<file path="config.mk">
export PLATFORM = sky130hd
export DESIGN_NAME = alu_pwr_ctrl
export DESIGN_NICKNAME = d
export VERILOG_FILES = /design/src/rtl/alu_pwr_pkg.sv /design/src/rtl/alu_pwr_ramp_cnt.sv /design/src/rtl/alu_pwr_ctrl.sv
export SDC_FILE = /design/constraint.sdc
export NUM_CORES = 1
export LEC_CHECK = 0
export CORE_UTILIZATION = 25
export CTS_BUF_LIST = sky130_fd_sc_hd__clkbuf_2
export DETAILED_ROUTE_END_ITERATION = 16
export GPL_ROUTABILITY_DRIVEN = 1
export PLACE_DENSITY = 0.52
export SLEW_MARGIN = 25
export SYNTH_ARGS = -nofsm -noshare
export SYNTH_HDL_FRONTEND = slang
export SYNTH_SLANG_ARGS = --single-unit
</file>
<file path="constraint.sdc">
create_clock -name clk -period 1.7 [get_ports clk]
set_input_delay 0.17 -clock clk [delete_from_list [all_inputs] [get_ports clk]]
set_output_delay 0.17 -clock clk [all_outputs]
set_load 0.01 [all_outputs]
</file>
<file path="src/rtl/alu_pwr_pkg.sv">
// -----------------------------------------------------------------------------
// alu_pwr_pkg
// Shared definitions for the ALU power-sequencing controller: state encoding,
// widths and the state-to-control decode used by the FSM.
// -----------------------------------------------------------------------------
package alu_pwr_pkg;

   localparam int PWR_STATE_W = 3;
   localparam int RAMP_W      = 8;

   // Codes 6 and 7 are unused and recover to ST_ON.
   typedef enum logic [PWR_STATE_W-1:0] {
      ST_ON      = 3'd0,
      ST_SAVE    = 3'd1,
      ST_ISO     = 3'd2,
      ST_OFF     = 3'd3,
      ST_PWR_UP  = 3'd4,
      ST_RESTORE = 3'd5
   } pwr_state_e;

   // Control bundle driven towards the gated ALU domain.
   typedef struct packed {
      logic pwr_en;
      logic iso_en;
      logic save;
      logic restore;
   } pwr_ctrl_t;

   localparam pwr_ctrl_t CTRL_ON = '{pwr_en: 1'b1, iso_en: 1'b0, save: 1'b0, restore: 1'b0};

   // Moore decode: controls depend on the state alone.
   function automatic pwr_ctrl_t decode_ctrl(input pwr_state_e st);
      pwr_ctrl_t c;
      c = CTRL_ON;
      case (st)
         ST_ON:      c = CTRL_ON;
         ST_SAVE:    c = '{pwr_en: 1'b1, iso_en: 1'b0, save: 1'b1, restore: 1'b0};
         ST_ISO:     c = '{pwr_en: 1'b1, iso_en: 1'b1, save: 1'b0, restore: 1'b0};
         ST_OFF:     c = '{pwr_en: 1'b0, iso_en: 1'b1, save: 1'b0, restore: 1'b0};
         ST_PWR_UP:  c = '{pwr_en: 1'b1, iso_en: 1'b1, save: 1'b0, restore: 1'b0};
         ST_RESTORE: c = '{pwr_en: 1'b1, iso_en: 1'b1, save: 1'b0, restore: 1'b1};
         default:    c = CTRL_ON;
      endcase
      return c;
   endfunction

endpackage

</file>
<file path="src/rtl/alu_pwr_ramp_cnt.sv">
// -----------------------------------------------------------------------------
// alu_pwr_ramp_cnt
// Power-ramp down-counter. Loads on request, decrements while enabled and
// saturates at zero (never wraps).
//   clk, rst_n  clock and asynchronous active-low reset
//   load        load counter with load_val (has priority over dec)
//   load_val    value loaded on load
//   dec         decrement by one if non-zero
//   zero        counter currently equals zero
// -----------------------------------------------------------------------------
module alu_pwr_ramp_cnt
   import alu_pwr_pkg::*;
(
   input  logic              clk,
   input  logic              rst_n,
   input  logic              load,
   input  logic [RAMP_W-1:0] load_val,
   input  logic              dec,
   output logic              zero
);

   logic [RAMP_W-1:0] cnt;

   // NOTE: sequential state uses non-blocking assignments so every flop
   // samples pre-edge values regardless of block evaluation order.
   always_ff @(posedge clk or negedge rst_n) begin
      if (!rst_n) begin
         cnt <= '0;
      end else if (load) begin
         cnt <= load_val;
      end else if (dec && (cnt != '0)) begin
         cnt <= cnt - 1'b1;
      end
   end

   assign zero = (cnt == '0);

endmodule

</file>
<file path="src/rtl/alu_pwr_ctrl.sv">
// -----------------------------------------------------------------------------
// alu_pwr_ctrl
// Power-sequencing FSM for the gated ALU domain. Orders save -> isolate ->
// power-off on sleep, and power-up -> ramp -> restore on wake. Gates upstream
// operation issue through op_gnt.
//   clk, rst_n  clock and asynchronous active-low reset (forces ON)
//   sleep_req   level request to power the domain down
//   op_req      upstream operation pending; wakes the domain, blocks sleep
//   alu_busy    ALU busy, only considered in ON
//   alu_pwr_en  domain power enable          (registered)
//   iso_en      output isolation enable      (registered)
//   save        retention save pulse         (registered)
//   restore     retention restore pulse      (registered)
//   op_gnt      upstream may issue start this cycle
//   pwr_state   current state code, for status
// -----------------------------------------------------------------------------
module alu_pwr_ctrl
   import alu_pwr_pkg::*;
#(
   parameter int RAMP_CYCLES = 4   // legal range 1..255
) (
   input  logic                   clk,
   input  logic                   rst_n,
   input  logic                   sleep_req,
   input  logic                   op_req,
   input  logic                   alu_busy,
   output logic                   alu_pwr_en,
   output logic                   iso_en,
   output logic                   save,
   output logic                   restore,
   output logic                   op_gnt,
   output logic [PWR_STATE_W-1:0] pwr_state
);

   localparam logic [RAMP_W-1:0] RAMP_LOAD = RAMP_W'(RAMP_CYCLES - 1);

   pwr_state_e state;
   pwr_state_e next_state;
   pwr_ctrl_t  ctrl;
   logic       sleep_ok;
   logic       wake;
   logic       ramp_load;
   logic       ramp_dec;
   logic       ramp_zero;

   // op_req has priority over sleep_req.
   assign sleep_ok = sleep_req && !op_req;
   assign wake     = op_req || !sleep_req;

   assign ramp_load = (state == ST_OFF) && wake;
   assign ramp_dec  = (state == ST_PWR_UP);

   alu_pwr_ramp_cnt u_ramp_cnt (
      .clk      (clk),
      .rst_n    (rst_n),
      .load     (ramp_load),
      .load_val (RAMP_LOAD),
      .dec      (ramp_dec),
      .zero     (ramp_zero)
   );

   // NOTE: next_state gets a default before the case so no path leaves it
   // unassigned, which would otherwise infer a latch.
   always_comb begin
      next_state = ST_ON;
      case (state)
         ST_ON:      next_state = (sleep_ok && !alu_busy) ? ST_SAVE : ST_ON;
         ST_SAVE:    next_state = ST_ISO;
         ST_ISO:     next_state = ST_OFF;
         ST_OFF:     next_state = wake ? ST_PWR_UP : ST_OFF;
         ST_PWR_UP:  next_state = ramp_zero ? ST_RESTORE : ST_PWR_UP;
         ST_RESTORE: next_state = ST_ON;
         default:    next_state = ST_ON;
      endcase
   end

   // Controls are flopped from the decode of next_state, so they change on the
   // same edge as the state register and carry no decode glitches.
   always_ff @(posedge clk or negedge rst_n) begin
      if (!rst_n) begin
         state <= ST_ON;
         ctrl  <= CTRL_ON;
      end else begin
         state <= next_state;
         ctrl  <= decode_ctrl(next_state);
      end
   end

   assign alu_pwr_en = ctrl.pwr_en;
   assign iso_en     = ctrl.iso_en;
   assign save       = ctrl.save;
   assign restore    = ctrl.restore;
   assign pwr_state  = state;

   // A sleep decision closes the grant in the same cycle.
   assign op_gnt = (state == ST_ON) && !alu_busy && !sleep_ok;

endmodule

</file>
==> flow_summary.yaml <==
cts:
  cts_buffer_depth: 2
  cts-root-buf: "clkbuf_2"
  cts_max_level: 1
  cts_tree: "done"
  cts_sinks: 15
  numCtsBuffers: 3
  clk_latency_ns: 0.30
  clk_pin_slew_ns: 0.18
global_route:
  globalRouteOverflowTotal: 0
  grt_antenna_before_repair: 0
  grtUsageTotal_pct: 11.2
  first_global_vias: 619
  grt_start_max_net_pins: 16
  grt_pass1_wl_um: 2740
power:
  ir_drop_mv: 0.797
  leakage_uw: 0.000480
  power.density_nw_per_um2: 1480
  total_power_uw: 1510
outcome:
  status: "completed"
synth:
  synthSimpleGateAreaFrac_pct: 26.2
  yosys.area_share.adder_pct: 3.38
  muxShareOfSynthArea_pct: 4.06
  synth.area.top_cells: "dfrtp_1 47%, nand2_1 5.6%, nor2_1 5.1%, mux2i_1 4.1%, dfstp_2 3.6%"
  ys.flop_type: "dfrtp_1"
  avgSynthCellArea_sq_um: 10.1
  synth-edff-count: 0
  synth_xor_area_share_pct: 5.92
  async_flop_share_pct: 100
  synth_top_area_cell: "dfrtp_1"
  synth-compound-area-share_pct: 7.95
  syn_area_sq_um: 739
  synth_cell_type_count: 25
  synth_nets: 80
  seq_area_frac_synth_pct: 50.9
  synthCells: 73
  yosys_warnings: 0
  yosysMostFrequentCell: "dfrtp_1"
  synth_common_cells: "14 x dfrtp_1, 11 x nand2_1, 10 x nor2_1"
  ys_seq_elements: 15
  synth_top_family_by_area: "simple AND/OR/NAND/NOR gates"
  synth_top_area_share_pct: 47.4
critical_path:
  cp_slowest_cell: "dfrtp_1"
  crit_type: "flip-flop to flip-flop"
  r2r_setup_slack_ns: 0.04
  crit_required_ns: 1.89
  rr_worst_depth: 6
  arrival_ns: 1.85
  crit_fanout: 5
  cp-end-kind: "flip-flop"
  cp-start-kind: "flip-flop"
  cp_slowest_stage_delay_ns: 0.44
  path_cells: "inv_2 -> ha_4 -> or3b_4 -> o211a_1 -> xnor2_1 -> nor2_1"
placed_design:
  dp_slack_ns: 0.0241
  gp_congestion: 0.761
  numPortBuffers: 12
  hpwl_um: 1120
floorplanning:
  rows: 19
  start_util_pct: 26.6
  ios: 13
  die_x_um: 56.4
  die_area_sq_um: 3180
  die_h_um: 56.4
  core_sq_um: 2780
routing:
  ant_nets: 0
  vias_per_cell: 4.71
  drc: 0
  vias: 608
  post_drt_wl_per_cell_um: 12.5
  wirelength_um: 1610
  dr.pass1.iters: 4
  first_iter_violations: 13
sta:
  skew_ns: 0.0193
  hold_viol: 0
  min_period_ns: 1.66
  finalSetupViolations: 0
  rsz0062_at_grt: "true"
  slew_violations: 0
  timing.final.crit_share_pct: 97.4
  worst_slew_pin_slew_ns: 0.330
  holdWs_ns: 0.141
  slew_headroom_pct: 77.8
  fmax_mhz: 604
  timing.final.ws_setup_ns: 0.0444
finish:
  drive_gt1_share_pct: 26.5
  syn2layout_area_growth_pct: 37.6
  n_fill_cell: 272
  nNetsFinal: 106
  post-route-util_pct: 36.6
  antennaDiodeCount: 0
hold_path:
  hold_path.class: "input port to async pin"
flow_run:
  max-cap-violations: 0
worst max-delay path: cells and delay by family (launching register included):
family / cells / cell delay [ns]
fa+ha+maj: 1 / 0.12
buf+inv: 1 / 0.08
simple gates: 2 / 0.46
flops: 1 / 0.44
compound gates: 1 / 0.27
xor+xnor: 1 / 0.17
worst paths after layout:
kind / to / startpoint
setup / recovery: u_ramp_cnt.cnt[2] / u_ramp_cnt.cnt[0]
min in group clk: save / alu_busy
max in group asynchronous: alu_pwr_en / rst_n
setup reg to reg: u_ramp_cnt.cnt[2] / u_ramp_cnt.cnt[0]
hold / removal: save / rst_n
hold reg to reg: u_ramp_cnt.cnt[4] / u_ramp_cnt.cnt[4]
through the flow:
stage | cell area, sq um | setup TNS (ns) | instances
final | 1020 | 0 | 129
after floorplan | 739 | 0 | 73
after detailed placement | 943 | 0 | 122
after global placement | 943 | 0 | 122
after global routing | 1020 | -0.0455 | 129
after CTS | 991 | -0.00387 | 129
registers in the layout (all words and copies together), names as in the netlist:
| register | cells |
|---|---|
| iso_en | 1 |
| alu_pwr_en | 1 |
| pwr_state | 3 |
| u_ramp_cnt.cnt | 8 |
| restore | 1 |
| save | 1 |
routing by layer:
layer  vias to the layer above  global-route usage, %  wire length, um  part of all wire, %
li1                        302                      -                -                    -
met1                       292                   15.1              760                   47
met2                        14                   17.5              769                   48
met3                         0                   4.61               78                  4.8
met4                         0                   1.05                0                    0
met5                         -                      0                0                    0
cell type report:
type / instances / area, sq um / share of cell area (%)
multi-input combinational: 55 / 378 / 37.1
inverter: 3 / 11.3 / 1.11
clock inverter: 1 / 7.51 / 0.738
sequential: 15 / 380 / 37.4
clock buffer: 3 / 15.0 / 1.48
timing repair buffer: 21 / 186 / 18.3
tap: 31 / 38.8 / 3.81
cells by family (layout without fill, tap and decap cells):
family,count (synthesis),in the layout
AO/OA/AOI/OAI,8,8
XOR/XNOR,5,5
adder cells (fa/ha/maj),2,2
buffers and inverters,3,28
flip-flops,15,15
multiplexers,3,3
AND/OR/NAND/NOR,37,37
where the power goes:
group          internal (uW)  switching, uW
Combinational            383            375
Clock                   54.9            129
Sequential               479           84.9
Total                    917            588
repair_timing:
| action | in CTS | in global routing |
|---|---|---|
| endpoints found under the setup margin | 3 | 6 |
| hold buffers | 0 | 0 |
| gates resized for setup | 4 | 7 |
| pin swaps | 0 | 4 |
| setup buffers | 3 | 0 |
placed cells by master (no fill, tap or decap), drive strengths merged, types with 2 or more instances in the layout:
cell | synthesis | routed
nor2 | 10 | 10
inv | 3 | 3
ha | 2 | 2
o211ai | 2 | 2
buf | 0 | 9
nor3 | 5 | 5
xnor2 | 3 | 3
xor2 | 2 | 2
clkbuf | 0 | 3
clkdlybuf4s50 | 0 | 11
nand2 | 11 | 11
and3 | 3 | 3
dfrtp | 14 | 14
a21oi | 2 | 2
mux2i | 3 | 3
No activity file was read; power rests on OpenSTA's default activity.
==> patch 1 (config.mk and constraints unchanged) <==
Make the reset (`rst_n`) synchronous in 2 clocked blocks. Comments in the files are not updated.
--- a/src/rtl/alu_pwr_ramp_cnt.sv
+++ b/src/rtl/alu_pwr_ramp_cnt.sv
@@ -25,3 +25,3 @@
    // samples pre-edge values regardless of block evaluation order.
-   always_ff @(posedge clk or negedge rst_n) begin
+   always_ff @(posedge clk) begin
       if (!rst_n) begin
--- a/src/rtl/alu_pwr_ctrl.sv
+++ b/src/rtl/alu_pwr_ctrl.sv
@@ -78,3 +78,3 @@
    // same edge as the state register and carry no decode glitches.
-   always_ff @(posedge clk or negedge rst_n) begin
+   always_ff @(posedge clk) begin
       if (!rst_n) begin
Check against the original RTL: differs if rst_n is asserted again (counterexample within 4 cycles, from zero or initial values and one cycle with rst_n low); with rst_n held inactive, the same outputs for 10 cycles.
==> patch 1 against the unedited design <==
  * Maximum frequency up 2.3%
  * First-iteration DRC count up 62%
  * Design area grew 14%
  * Sequential cell count unchanged
  * Synthesized area increased by 13%
  * Routed wire length up 41%
  * Die area is 12% higher
  * Worst setup slack gained 37 ps
  * Clock skew fell by 13 ps
  * Via count up 42%
  * Hold slack gained 400 ps
  * Largest cell class is now multi-input gates
Power is not compared: it rests on default switching activity, and its combinational part moved more than twofold at a synthesized area within 25%.
==> patch 1: results (changes against the unedited design) <==
Worst EP arrival 1820 ps (-30 ps); Nets 130 (+23%); Clk pin slew, worst setup/hold paths 150 ps (-30 ps); Total GRT Usage 14.47% (+3.3 points); fraction of layout cells with a size suffix above 1 25.41% (-1.1 points); worst slack at placement 19.46 ps (-4.610 ps); Post-DP HPWL 1758 um (+57%); post-cts sizing count 3 (-1); initial DRC count 21 (+8); met1 GRT Util 16.64% (+1.6 points); top cells by count, synth 15 x dfxtp_1, 6 x a21oi_1, 6 x inv_1; main area contributors after synthesis dfxtp_1 36%, a21oi_1 3.6%, mux2i_1 3.6%, o311ai_0 3.1%, ha_1 3.0%; dpl cell area 1120 sq um (+19%); max layer used met4; crit path max-delay cell type or4_4; CP Max Fanout 6 (+1); Yosys cell types 42 (+68%); Worst Clk Skew 6.095 ps (-13.17 ps); Post-Syn Nets 100 (+25%); global-route wire length before repair 3877 um (+42%); wire length on met3 92 um (+18%); status finished, final reports clean; GRT met2 Usage 25.40% (+7.9 points); syn_area_per_cell 8.974 sq um (-11%); Worst Tran Pin Value 507.8 ps (+177.7 ps); Placed Cells 162 (+33%); via count of the first global-routing pass 873 (+41%); DR WL met2 1196 um (+56%); worst min-delay path class reg -> reg; Post-Layout Cell Count 166 (+29%)
==> patch 1: path summary, 6_finish.rpt <==
| check | start | endpoint | slack (ps) | cells after the start |
|---|---|---|---|---|
| worst min-delay path | u_ramp_cnt.cnt[6]$_SDFFE_PP0P_ | u_ramp_cnt.cnt[6]$_SDFFE_PP0P_ | 550 | 2 |
| worst min register to register | u_ramp_cnt.cnt[6]$_SDFFE_PP0P_ | u_ramp_cnt.cnt[6]$_SDFFE_PP0P_ | 550 | 2 |
| worst max register to register | u_ramp_cnt.cnt[4]$_SDFFE_PP0P_ | u_ramp_cnt.cnt[1]$_SDFFE_PN0P_ | 80 | 4 |
| worst max-delay path | u_ramp_cnt.cnt[4]$_SDFFE_PP0P_ | u_ramp_cnt.cnt[1]$_SDFFE_PN0P_ | 80 | 4 |
==> patch 1: area by class of cell <==
type	instances	area, sq um
Timing Repair Buffer	29	246.5
Sequential cell	15	301.5
Clock buffer	4	20.02
Fill cell	342	1946
Tap cell	44	55.05
Multi-Input combinational cell	68	511.7
Inverter	6	22.52
==> patch 1: power groups by stage <==
stage	Clock (mW)	Sequential [mW]	Combinational, mW
5_1_grt	0.205	0.380	0.265
2_1_floorplan	0	0.388	0.116
4_1_cts	0.188	0.377	0.234
6_report	0.180	0.377	0.238
3_3_place_gp	0	0.384	0.226
3_5_place_dp	0	0.384	0.228
==> patch 1: tightest hold or removal path: cells and delay by family (launching register included) <==
family          cells  cell delay [ps]
flops               1              370
compound gates      2              140
==> patch 1: cells by family after synthesis <==
| group | Yosys count | synth area share, % |
|---|---|---|
| adders and majority gates | 2 | 2.998 |
| muxes | 3 | 3.598 |
| AOI/OAI and AO/OA | 28 | 25.79 |
| DFF | 15 | 35.98 |
| buffers and inverters | 10 | 4.798 |
| and+or+nand+nor | 35 | 26.84 |
==> patch 2 (config.mk and constraints unchanged) <==
Without the edit above. Set the package constant `RAMP_W` to 10 (it was 8).
--- a/src/rtl/alu_pwr_pkg.sv
+++ b/src/rtl/alu_pwr_pkg.sv
@@ -8,3 +8,3 @@
    localparam int PWR_STATE_W = 3;
-   localparam int RAMP_W      = 8;
+   localparam int RAMP_W      = 10;
 
Behaviour: same outputs for any inputs over 10 cycles, from zero or initial values and one cycle with rst_n low; that may be too few to reach the edited logic, so the function may still have changed.
==> patch 2 against the unedited design <==
  * The run now ends with setup timing left
  * Synthesized area grew 13%
  * Routed wire length grew 26%
  * Design area grew 27%
  * Die area grew 12%
  * Worst setup slack lost 93 ps
  * Maximum frequency shrank 5.3%
  * Power grew 9.9%
  * Clock power grew 4%
  * Sequential cell count grew 2
  * Sequential share of layout area shrank 4.1 points
  * First-iteration DRC count grew to 4.0 times the old value
  * Global-route usage grew 0.82 points
==> patch 2: results (changes against the unedited design) <==
status finished with violations; failing checks setup timing; Setup violations, final 3 (+3); global-route wire length before repair 3139 um (+15%); final setup TNS -112.0 ps (-112.0 ps); VDD IR max 0.3467 mV (-56%); Worst Clk Skew 1.905 ps (-17.36 ps); max layer used met4; vias per cell 4.870 (+3.3%); Yosys cell types 26 (+4.0%); CP Max Fanout 4 (-1); initial DRC count 52 (+39); Worst EP arrival 2000 ps (+150 ps); sequential area share after synthesis 51.12% (+0.19 points); final wirelength 2022 um (+26%); area share of fa/ha/maj cells after synthesis 2.999% (-0.39 points); Slew headroom 77.22% (-0.61 points); Post-Syn Nets 87 (+8.8%); Clk pin slew, worst setup/hold paths 160 ps (-20 ps); via count of the first global-routing pass 712 (+15%); Synth Area in XOR/XNOR 2.099% (-3.8 points); wire length on met3 81 um (+3.8%); Post-DP HPWL 1344 um (+20%); fraction of layout cells with a size suffix above 1 41.53% (+15 points); main area contributors after synthesis dfrtp_1 48%, o31ai_1 6.3%, nand2_1 3.6%, or4_1 3.6%, dfstp_2 3.1%; Metal-1 WL 932 um (+23%); Synth Area in Compound Gates 14.99% (+7.0 points); post-synthesis mux area share 2.399% (-1.7 points); DR WL met2 961 um (+25%); fin worst setup slack -48.76 ps (-93.12 ps); Nets 126 (+19%); routability cong. 0.7427 (-2.4%)
## patch 2: cell count changes after synthesis, sizes merged, moves of 3 or more
cell / change
nor2: -6
nand2: -3
o31ai: +7
or4: +3
a21oi: +3
## patch 2: kinds of logic (layout without fill, tap and decap cells)
group | after synthesis | after routing
buffers and inverters | 4 | 41
flip-flops | 17 | 17
XOR/XNOR | 2 | 2
AO/OA/AOI/OAI | 17 | 18
AND/OR/NAND/NOR | 36 | 36
multiplexers | 2 | 2
adder cells (fa/ha/maj) | 2 | 2
## patch 2: repair_timing
action,in CTS,in global routing
endpoints found under the setup margin,7,9
pin swaps,1,5
gates resized for setup,4,19
buffers inserted,2,1
gates cloned,0,1
## patch 2: routing by layer
layer	vias up	global-route usage, %
met5	-	0
met4	0	6.977
met3	5	2.814
met2	18	17.62
met1	388	16.02
li1	378	-
## patch 2: report_power, final
group	switching [mW]	internal [mW]
clock network	0.129	0.0623
logic	0.388	0.493
registers	0.0694	0.514
total	0.586	1.07
## patch 2: area by class of cell
cell class / instances / area [sq um]
repair buffers: 34 / 291.5
well taps: 44 / 55.05
clock buffers: 4 / 20.02
flip-flops and latches: 17 / 429.2
inverters: 3 / 11.26
fillers: 323 / 1813
multi-input cells: 60 / 483.0
## patch 2: path summary, 6_finish.rpt
path / cells after the start / end / start
worst max-delay path: 4 / u_ramp_cnt.cnt[9]$_DFFE_PN0P_ / u_ramp_cnt.cnt[6]$_DFFE_PN0P_
worst min-delay path: 2 / restore$_DFF_PN0_ / rst_n
worst max register to register: 4 / u_ramp_cnt.cnt[9]$_DFFE_PN0P_ / u_ramp_cnt.cnt[6]$_DFFE_PN0P_
worst min register to register: 1 / u_ramp_cnt.cnt[3]$_DFFE_PN0P_ / u_ramp_cnt.cnt[3]$_DFFE_PN0P_
max in group asynchronous: 2 / alu_pwr_en$_DFF_PN1_ / rst_n
min in group clk: 4 / save$_DFF_PN0_ / alu_busy
## patch 2: worst max-delay path, stage by stage (launching register included)
cell and delay [ps]:
dfrtp_1 430, or2_4 270, or3_4 330, or4_4 520, a21oi_2 130
## patch 2: stage by stage
stage          std cells  power (mW)
4_1_cts              160       1.547
3_3_place_gp         154       1.314
6_report             162       1.654
5_1_grt              162       1.778
3_5_place_dp         154       1.330
2_1_floorplan         80      0.9384
